[config.mk]
export PLATFORM = sky130hd
export DESIGN_NAME = mc_controller_ext
export DESIGN_NICKNAME = d
export VERILOG_FILES = /design/src/rtl/mc_controller_ext.sv
export SDC_FILE = /design/constraint.sdc
export NUM_CORES = 1
export LEC_CHECK = 0
export ABC_AREA = 1
export CORE_MARGIN = 1.5
export CORE_UTILIZATION = 42
export DETAILED_ROUTE_END_ITERATION = 6
export PLACE_DENSITY = 0.83
export SLEW_MARGIN = 25
export SYNTH_ARGS = -nofsm -noshare
export SYNTH_HDL_FRONTEND = slang
export SYNTH_SLANG_ARGS = --single-unit
[constraint.sdc]
create_clock -name clk -period 1.4 [get_ports clk]
set_input_delay 0.21 -clock clk [delete_from_list [all_inputs] [get_ports clk]]
set_output_delay 0.21 -clock clk [all_outputs]
set_load 0.05 [all_outputs]
[src/rtl/mc_controller_ext.sv]
// Multicycle MIPS controller: Moore main FSM plus ALU decoder, extended with
// addi/andi/ori, bne, j, illegal-opcode trap/skip and a debug state port.
module mc_controller_ext #(
  parameter bit EXT_OPS      = 1'b1,
  parameter bit ILLEGAL_TRAP = 1'b1
) (
  input  logic       clk,
  input  logic       reset,
  input  logic [5:0] op,
  input  logic [5:0] funct,
  input  logic       zero,
  output logic       pcen,
  output logic       memwrite,
  output logic       irwrite,
  output logic       regwrite,
  output logic       alusrca,
  output logic       iord,
  output logic       memtoreg,
  output logic       regdst,
  output logic [1:0] alusrcb,
  output logic [1:0] pcsrc,
  output logic [2:0] alucontrol,
  output logic       zeroext,
  output logic       illegal,
  output logic [3:0] state
);

  typedef enum logic [3:0] {
    S_FETCH   = 4'd0,
    S_DECODE  = 4'd1,
    S_MEMADR  = 4'd2,
    S_MEMRD   = 4'd3,
    S_MEMWB   = 4'd4,
    S_MEMWR   = 4'd5,
    S_EXECUTE = 4'd6,
    S_ALUWB   = 4'd7,
    S_BEQ     = 4'd8,
    S_IMMEX   = 4'd9,
    S_IMMWB   = 4'd10,
    S_JUMP    = 4'd11,
    S_BNE     = 4'd12,
    S_TRAP    = 4'd15
  } state_t;

  typedef struct packed {
    logic       pcwrite;
    logic       branch;
    logic       branchne;
    logic       memwrite;
    logic       irwrite;
    logic       regwrite;
    logic       alusrca;
    logic       iord;
    logic       memtoreg;
    logic       regdst;
    logic [1:0] alusrcb;
    logic [1:0] pcsrc;
    logic [2:0] alucontrol;
    logic       zeroext;
    logic       trap;
  } ctl_t;

  localparam logic [5:0] OP_RTYPE = 6'b000000;
  localparam logic [5:0] OP_LW    = 6'b100011;
  localparam logic [5:0] OP_SW    = 6'b101011;
  localparam logic [5:0] OP_BEQ   = 6'b000100;
  localparam logic [5:0] OP_BNE   = 6'b000101;
  localparam logic [5:0] OP_ADDI  = 6'b001000;
  localparam logic [5:0] OP_ANDI  = 6'b001100;
  localparam logic [5:0] OP_ORI   = 6'b001101;
  localparam logic [5:0] OP_J     = 6'b000010;

  localparam logic [1:0] AOP_ADD = 2'b00;
  localparam logic [1:0] AOP_SUB = 2'b01;
  localparam logic [1:0] AOP_FN  = 2'b10;
  localparam logic [1:0] AOP_OP  = 2'b11;

  localparam state_t ILLEGAL_NEXT = ILLEGAL_TRAP ? S_TRAP : S_FETCH;

  function automatic logic [2:0] alu_decode(input logic [1:0] aluop,
                                            input logic [5:0] o,
                                            input logic [5:0] f);
    logic [2:0] r;
    case (aluop)
      AOP_ADD: r = 3'b010;
      AOP_SUB: r = 3'b110;
      AOP_FN: begin
        case (f)
          6'b100000: r = 3'b010;
          6'b100010: r = 3'b110;
          6'b100100: r = 3'b000;
          6'b100101: r = 3'b001;
          6'b101010: r = 3'b111;
          default:   r = 3'b010;
        endcase
      end
      AOP_OP: begin
        case (o)
          OP_ADDI: r = 3'b010;
          OP_ANDI: r = 3'b000;
          OP_ORI:  r = 3'b001;
          default: r = 3'b010;
        endcase
      end
      default: r = 3'b010;
    endcase
    return r;
  endfunction

  // Moore output decode for the state being entered; op/funct are valid then.
  function automatic ctl_t ctl_for(input state_t s, input logic [5:0] o,
                                   input logic [5:0] f);
    ctl_t       c;
    logic [1:0] aluop;
    c     = '0;
    aluop = AOP_ADD;
    case (s)
      S_FETCH: begin
        c.irwrite = 1'b1;
        c.pcwrite = 1'b1;
        c.alusrcb = 2'b01;
      end
      S_DECODE:  c.alusrcb = 2'b11;
      S_MEMADR: begin
        c.alusrca = 1'b1;
        c.alusrcb = 2'b10;
      end
      S_MEMRD:   c.iord = 1'b1;
      S_MEMWB: begin
        c.memtoreg = 1'b1;
        c.regwrite = 1'b1;
      end
      S_MEMWR: begin
        c.iord     = 1'b1;
        c.memwrite = 1'b1;
      end
      S_EXECUTE: begin
        c.alusrca = 1'b1;
        aluop     = AOP_FN;
      end
      S_ALUWB: begin
        c.regdst   = 1'b1;
        c.regwrite = 1'b1;
      end
      S_BEQ: begin
        c.alusrca = 1'b1;
        c.pcsrc   = 2'b01;
        c.branch  = 1'b1;
        aluop     = AOP_SUB;
      end
      S_BNE: begin
        c.alusrca  = 1'b1;
        c.pcsrc    = 2'b01;
        c.branchne = 1'b1;
        aluop      = AOP_SUB;
      end
      S_IMMEX: begin
        c.alusrca = 1'b1;
        c.alusrcb = 2'b10;
        c.zeroext = (o == OP_ANDI) || (o == OP_ORI);
        aluop     = AOP_OP;
      end
      S_IMMWB:   c.regwrite = 1'b1;
      S_JUMP: begin
        c.pcsrc   = 2'b10;
        c.pcwrite = 1'b1;
      end
      S_TRAP:    c.trap = 1'b1;
      default:   aluop = AOP_ADD;
    endcase
    c.alucontrol = alu_decode(aluop, o, f);
    return c;
  endfunction

  state_t state_r;
  state_t next_s;
  ctl_t   ctl_r;
  logic   skip_s;

  // Next-state logic
  always_comb begin
    next_s = S_FETCH;
    case (state_r)
      S_FETCH: next_s = S_DECODE;
      S_DECODE: begin
        case (op)
          OP_LW, OP_SW:             next_s = S_MEMADR;
          OP_RTYPE:                 next_s = S_EXECUTE;
          OP_BEQ:                   next_s = S_BEQ;
          OP_BNE:                   next_s = EXT_OPS ? S_BNE : ILLEGAL_NEXT;
          OP_ADDI, OP_ANDI, OP_ORI: next_s = EXT_OPS ? S_IMMEX : ILLEGAL_NEXT;
          OP_J:                     next_s = EXT_OPS ? S_JUMP : ILLEGAL_NEXT;
          default:                  next_s = ILLEGAL_NEXT;
        endcase
      end
      S_MEMADR: next_s = (op == OP_SW) ? S_MEMWR : S_MEMRD;
      S_MEMRD:   next_s = S_MEMWB;
      S_EXECUTE: next_s = S_ALUWB;
      S_IMMEX:   next_s = S_IMMWB;
      S_TRAP:    next_s = S_TRAP;
      default:   next_s = S_FETCH;
    endcase
  end

  // State register with registered Moore outputs; reset loads FETCH outputs
  always_ff @(posedge clk or posedge reset) begin
    if (reset) begin
      state_r <= S_FETCH;
      ctl_r   <= ctl_for(S_FETCH, 6'd0, 6'd0);
    end else begin
      state_r <= next_s;
      ctl_r   <= ctl_for(next_s, op, funct);
    end
  end

  // DECODE only falls back to FETCH when an instruction is being skipped
  assign skip_s = !ILLEGAL_TRAP && (state_r == S_DECODE) && (next_s == S_FETCH);

  assign pcen       = ctl_r.pcwrite | (ctl_r.branch & zero) | (ctl_r.branchne & ~zero);
  assign memwrite   = ctl_r.memwrite;
  assign irwrite    = ctl_r.irwrite;
  assign regwrite   = ctl_r.regwrite;
  assign alusrca    = ctl_r.alusrca;
  assign iord       = ctl_r.iord;
  assign memtoreg   = ctl_r.memtoreg;
  assign regdst     = ctl_r.regdst;
  assign alusrcb    = ctl_r.alusrcb;
  assign pcsrc      = ctl_r.pcsrc;
  assign alucontrol = ctl_r.alucontrol;
  assign zeroext    = ctl_r.zeroext;
  assign illegal    = ctl_r.trap | skip_s;
  assign state      = state_r;

endmodule

==> run_results.csv, run 1 <==
group,metric,value,unit
placed_design,place_congestion,0.800,
timing,fin_tns_setup,-3.19,ns
route,drt_iter0_markers,34,
clock_tree,clock_latency,0.32,ns
pwr,swShare,47.3,%
timing,slew_viol_final,0,
clock_tree,cts-root-buf,"clkbuf_4",
clock_tree,cts_tree,"built",
layout,diodes,0,
synthesis,synth.avg_cell_area,8.10,sq um
route,routedWlPerCell,14.3,um
clock_tree,ctsHoldBuffers,0,
clock_tree,clkTransAtPathRegs,0.13,ns
timing,timing.final.ws_setup,-0.290,ns
synthesis,syn_area,1250,sq um
placed_design,hpwl,2.39,mm
synthesis,ys_ff_latch,23,
global_route,grt_max_degree,24,
pwr,clkPwrFrac,6.0,%
timing,tightest_slew,0.317,ns
placed_design,dp_slack,-0.608,ns
setup_path,endpoint_kind,"flip-flop",
route,firstDrtPassIters,7,
layout,fin_area,2210,sq um
global_route,grt.overflow.total,0,
pwr,powerDensity,2370,nW/um^2
pwr,power.total,5.22,mW
run,cap_violations,0,
pwr,ir_drop,0.994,mV
timing,period_share,121,%
pwr,power_frac_comb,71.6,%
pwr,switchingPower,2.47,mW
run_status,outcome,"finished, violations left",
synthesis,post-synth-top-count-cell,"nand2_1",
clock_tree,clockBufferDepth,2,
layout,fillerInstances,165,
synthesis,synth-edff-count,0,
floorplan,fp.dieW,57.7,um
pwr,p_int,2.75,mW
placed_design,place_inst,233,
synthesis,yosys_warnings,0,
layout,fin_util,78.7,%
layout,fin_nets,230,
floorplan,rows,19,
timing,hold_ws,0.217,ns
timing,rsz0062_at_grt,"yes",
layout,area_delta_synth_final,76.0,%
clock_tree,htree_num_levels,1,
timing,skew,0.00394,ns
synthesis,synth_top_area_cell,"dfrtp_1",
worst_hold_path,hp-class,"primary input to async pin",
layout,instances_no_fill,245,
synthesis,dominantRegCellSynth,"dfrtp_1",
timing,max_freq,592,MHz
timing,setup_violations,15,
placed_design,place_area,1970,sq um
floorplan,core,2810,sq um
global_route,track_usage,21.3,%
setup_path,worstPathMaxFanout,4,
synthesis,syn_nets,170,
global_route,antenna_found_initial,0,
pwr,leakagePower,1.10,nW
synthesis,synth.distinct_cells,26,
synthesis,ys_seq_area_share,46.3,%
synthesis,synthTopCellsByCount,"28 x nand2_1, 23 x inv_1, 19 x dfrtp_1",
clock_tree,numClockSinks,23,
synthesis,synthCells,155,
timing,slew_headroom,78.8,%
floorplan,die-area,3320,sq um
timing,finalHoldViolCount,0,
route,route.detailed.drc,2,
layout,drive_above_1_share,50.5,%
timing,fin_crit,1.69,ns
setup_path,cp-start-kind,"flip-flop",
clock_tree,cts_made_buffers,3,
floorplan,die_height,57.7,um
setup_path,cp.arrival,1.90,ns
route,wirelength,3.50,mm
setup_path,worst_ep_required_time,1.61,ns
route,antenna_left,0,
pwr,seqPwrFrac,22.4,%
synthesis,synthArstFlopShare,100,%
global_route,first_global_vias,1272,
placed_design,numPortBuffers,35,
floorplan,start_util,44.7,%
route,via_per_inst,5.18,
global_route,grt_first_pass_wirelength,5.48,mm
synthesis,synth_top_cell_area_share,37.9,%
synthesis,synth_area_leaders,"dfrtp_1 38%, dfstp_2 8.4%, nand2_1 8.4%",
route,via_count,1268,
floorplan,ios,36,
setup_path,path_class,"flip-flop to flip-flop",
run_status,violations,"design-rule violations, negative setup slack",
==> placed cells by master, fill, tap and decap left out, types with 4 or more instances in the layout <==
master / n
buf_4: 25
buf_12: 22
inv_2: 5
nor2_4: 9
nand2_2: 9
nor2_1: 11
inv_1: 22
dfstp_2: 4
dfrtp_1: 15
nand3_1: 15
nand2_1: 20
nor2_2: 6
clkdlybuf4s50_1: 8
nand3_2: 4
==> worst paths after layout <==
check	startpoint	slack [ns]	cells after the start	end
min in group clk	op[0]	0.38	3	alucontrol[0]
worst max register to register	state[0]	-0.29	10	alusrca
worst max-delay path	state[0]	-0.29	10	alusrca
max in group asynchronous	reset	0.90	3	alucontrol[1]
worst min register to register	state[3]	0.60	1	regdst
worst min-delay path	reset	0.22	3	iord
==> registers in the layout, summed over array words and instances (netlist names), 2 cells and up <==
register and count:
state 4, alucontrol 3, ctl_r 3, alusrcb 2
pcsrc 2
==> what timing repair did <==
| item | CTS | global route |
|---|---|---|
| buffers inserted | 6 | 2 |
| resized for setup | 20 | 20 |
| pin swaps | 9 | 12 |
| setup endpoints to repair | 16 | 17 |
==> critical path, cell delays in order (launching register included) <==
cell,delay [ns]
dfrtp_4,0.55
nand2_4,0.11
nor2_4,0.05
nor2_2,0.15
nand2_2,0.08
nor2_4,0.19
nand2_2,0.11
nand2_2,0.11
nor2_4,0.05
nor2_2,0.10
nand3_1,0.07
==> routing by layer <==
layer | part of all wire, % | up-vias | global-route usage [%]
li1 | - | 601 | -
met1 | 37 | 598 | 23.2
met2 | 55 | 57 | 41.1
met3 | 5.3 | 12 | 2.01
met4 | 2.9 | 0 | 9.63
met5 | 0 | - | 0
==> power groups by stage <==
stage	sequential, mW	combinational (mW)	clock (mW)
finish	1.17	3.74	0.315
detailed placement	1.18	3.11	0
floorplan	1.46	1.38	0
global route	1.20	3.92	0.341
CTS	1.16	3.41	0.309
global placement	1.17	3.00	0
==> layout make-up <==
class	count	area, sq um	area share (%)
Inverter	28	105	4.76
Clock buffer	3	22.5	1.02
Timing Repair Buffer	62	783	35.5
Tap cell	31	38.8	1.76
Multi-Input combinational cell	97	666	30.1
Clock inverter	1	5.00	0.227
Sequential cell	23	588	26.6
==> cells by family after synthesis <==
logic type	Yosys count	share of synthesized area, %
simple gates	87	36.0
buf+inv	35	12.6
flops	23	46.3
compound gates	10	5.18
Note: power is estimated with default switching activity, not from simulation.
==> run 2: changes to the inputs <==
Settings changed: CTS_CLUSTER_SIZE from default to 20.
==> results of run 2 <==
Same layout as run 1: the final DEF is identical, and so are final timing and power.
==> RTL change, RTL diff (flow settings as in run 1) <==
The parameter `ILLEGAL_TRAP` goes from 1'b1 to 1'b0.
--- a/src/rtl/mc_controller_ext.sv
+++ b/src/rtl/mc_controller_ext.sv
@@ -3,5 +3,5 @@
 module mc_controller_ext #(
   parameter bit EXT_OPS      = 1'b1,
-  parameter bit ILLEGAL_TRAP = 1'b1
+  parameter bit ILLEGAL_TRAP = 1'b0
 ) (
   input  logic       clk,
Formal check against the unedited RTL: not equivalent (Yosys sat finds a counterexample within 4 cycles, from zero or initial values and one cycle with reset high).
==> RTL change against run 1 <==
The run ends with negative setup slack left; cell count up 8.2%; register-to-register slack worse by 300 ps; final area up 6.5%; wire length up 30%; worst setup slack worse by 510 ps; via count up 15%; fmax down 23%; core utilization up 5.8 points; highest routed layer unchanged; sequential cell count unchanged; clock skew up 6.1 ps; area after synthesis down 0.30%; critical path type is now flip-flop to output pin.
Power is left out: it rests on default switching activity, and per cell area and clock period it moved more than threefold.
==> RTL change: results (changes against run 1) <==
| Metric | Value |
|---|---|
| Routability Congestion | 0.9024 (+13%) |
| Setup Buffers After CTS | 11 (+5) |
| Synth unique cells | 20 (-23%) |
| Per-cell routed wire length | 17.16 um (+20%) |
| Post-Syn Nets | 174 (+2.4%) |
| Metal2 WL | 2303 um (+20%) |
| Met3 usage | 3.401% (+1.4 points) |
| Largest net degree at the start of global routing | 19 (-21%) |
| Vias in the first global route | 1356 (+6.6%) |
| Nets | 250 (+8.7%) |
| Share of cells above drive strength 1 | 55.13% (+4.7 points) |
| Cts repair resizes | 31 (+55%) |
| Violations in the final reports | negative setup slack |
| Routed metal-1 wire length | 1672 um (+30%) |
| Top cells by area, synth | dfrtp_1 38%, dfstp_2 8.4%, nand3_1 8.4% |
| Initial antenna violation count | 0 (unchanged) |
| Met1 usage | 31.30% (+8.1 points) |
| Clock Skews | 10.06 ps (+6.128 ps) |
| Fraction of registers with async set/reset | 100.0% (unchanged) |
| Hold WC Path Type | primary input to async pin |
| Synth top cells by count | 26 x inv_1, 25 x nand2_1, 21 x nand3_1, 19 x dfrtp_1, 17 x nor2_1 |
| Worst-path maximum fanout | 4 (unchanged) |
| Port bufs | 35 (unchanged) |
| Metal3 WL | 303 um (+62%) |
| Status | finished with violations |
| Via count | 1453 (+15%) |
| DRT Pass-1 Iters | 4 (-3) |
| Clk pin slew, worst setup/hold paths | 110 ps (-20 ps) |
| CP arrival | 1990 ps (+90 ps) |
| Worst slew pin tran | 320.5 ps (+3.477 ps) |
| Gr usage total | 26.48% (+5.2 points) |
| Setup violations, final | 18 (+3) |
| Crit-path max cell delay | 480 ps (-70 ps) |
| Met2 Resource Use GR | 46.43% (+5.4 points) |
| DRT iter0 DRCs | 71 (+110%) |
| CTS root buffer | clkbuf_4 |
| First-pass GRT wire length | 6479 um (+18%) |
| Final setup margin | -798.5 ps (-508.6 ps) |
| Worst slack, placed | -678.6 ps (-70.86 ps) |
| Worst path slowest cell | dfrtp_2 |
| Drt drc | 0 (-2) |
| DPL Wire Length | 2614 um (+9.4%) |
| Sequential share of the synthesized area | 46.40% (+0.14 points) |
-- RTL change: worst paths after layout --
check | from | end | slack [ps] | depth (start not counted)
max | state[2]$_DFF_PP0_ | illegal | -800 | 12
min | reset | iord$_DFF_PP0_ | 140 | 2
max reg2reg | state[2]$_DFF_PP0_ | alucontrol[1]$_DFF_PP1_ | -590 | 14
min reg2reg | state[1]$_DFF_PP0_ | memtoreg$_DFF_PP0_ | 710 | 2
max in group asynchronous | reset | irwrite$_DFF_PP1_ | 800 | 3
min in group clk | funct[5] | alucontrol[2]$_DFF_PP0_ | 580 | 5
-- RTL change: logic make-up (layout without fill, tap and decap cells) --
| logic type | Yosys count | in the layout | share of synthesized area (%) |
|---|---|---|---|
| AOI/OAI and AO/OA | 9 | 9 | 3.899 |
| DFF | 23 | 23 | 46.40 |
| and+or+nand+nor | 89 | 89 | 36.20 |
| buffers and inverters | 38 | 113 | 13.50 |
-- RTL change: cell type report --
| type | count | area, sq um |
|---|---|---|
| Timing Repair Buffer | 78 | 933.4 |
| Multi-Input combinational cell | 98 | 646.9 |
| Sequential cell | 23 | 585.6 |
| Fill cell | 138 | 429.2 |
| Inverter | 31 | 121.4 |
| Tap cell | 31 | 38.79 |
| Clock buffer | 4 | 26.28 |
-- RTL change: per-stage QoR --
| stage | util (%) | cell area (sq um) | hold WS, ps | std cells | TNS (ps) |
|---|---|---|---|---|---|
| after floorplan | - | 1281 | 208.7 | 159 | -1484 |
| after global placement | 73.19 | 2036 | 458.4 | 244 | -5395 |
| after detailed placement | 73.19 | 2036 | 477.3 | 244 | -7051 |
| after CTS | 80.79 | 2247 | 129.5 | 259 | -3882 |
| after global routing | 84.57 | 2352 | 146.1 | 265 | -7128 |
| final | 84.57 | 2352 | 139.3 | 265 | -6129 |
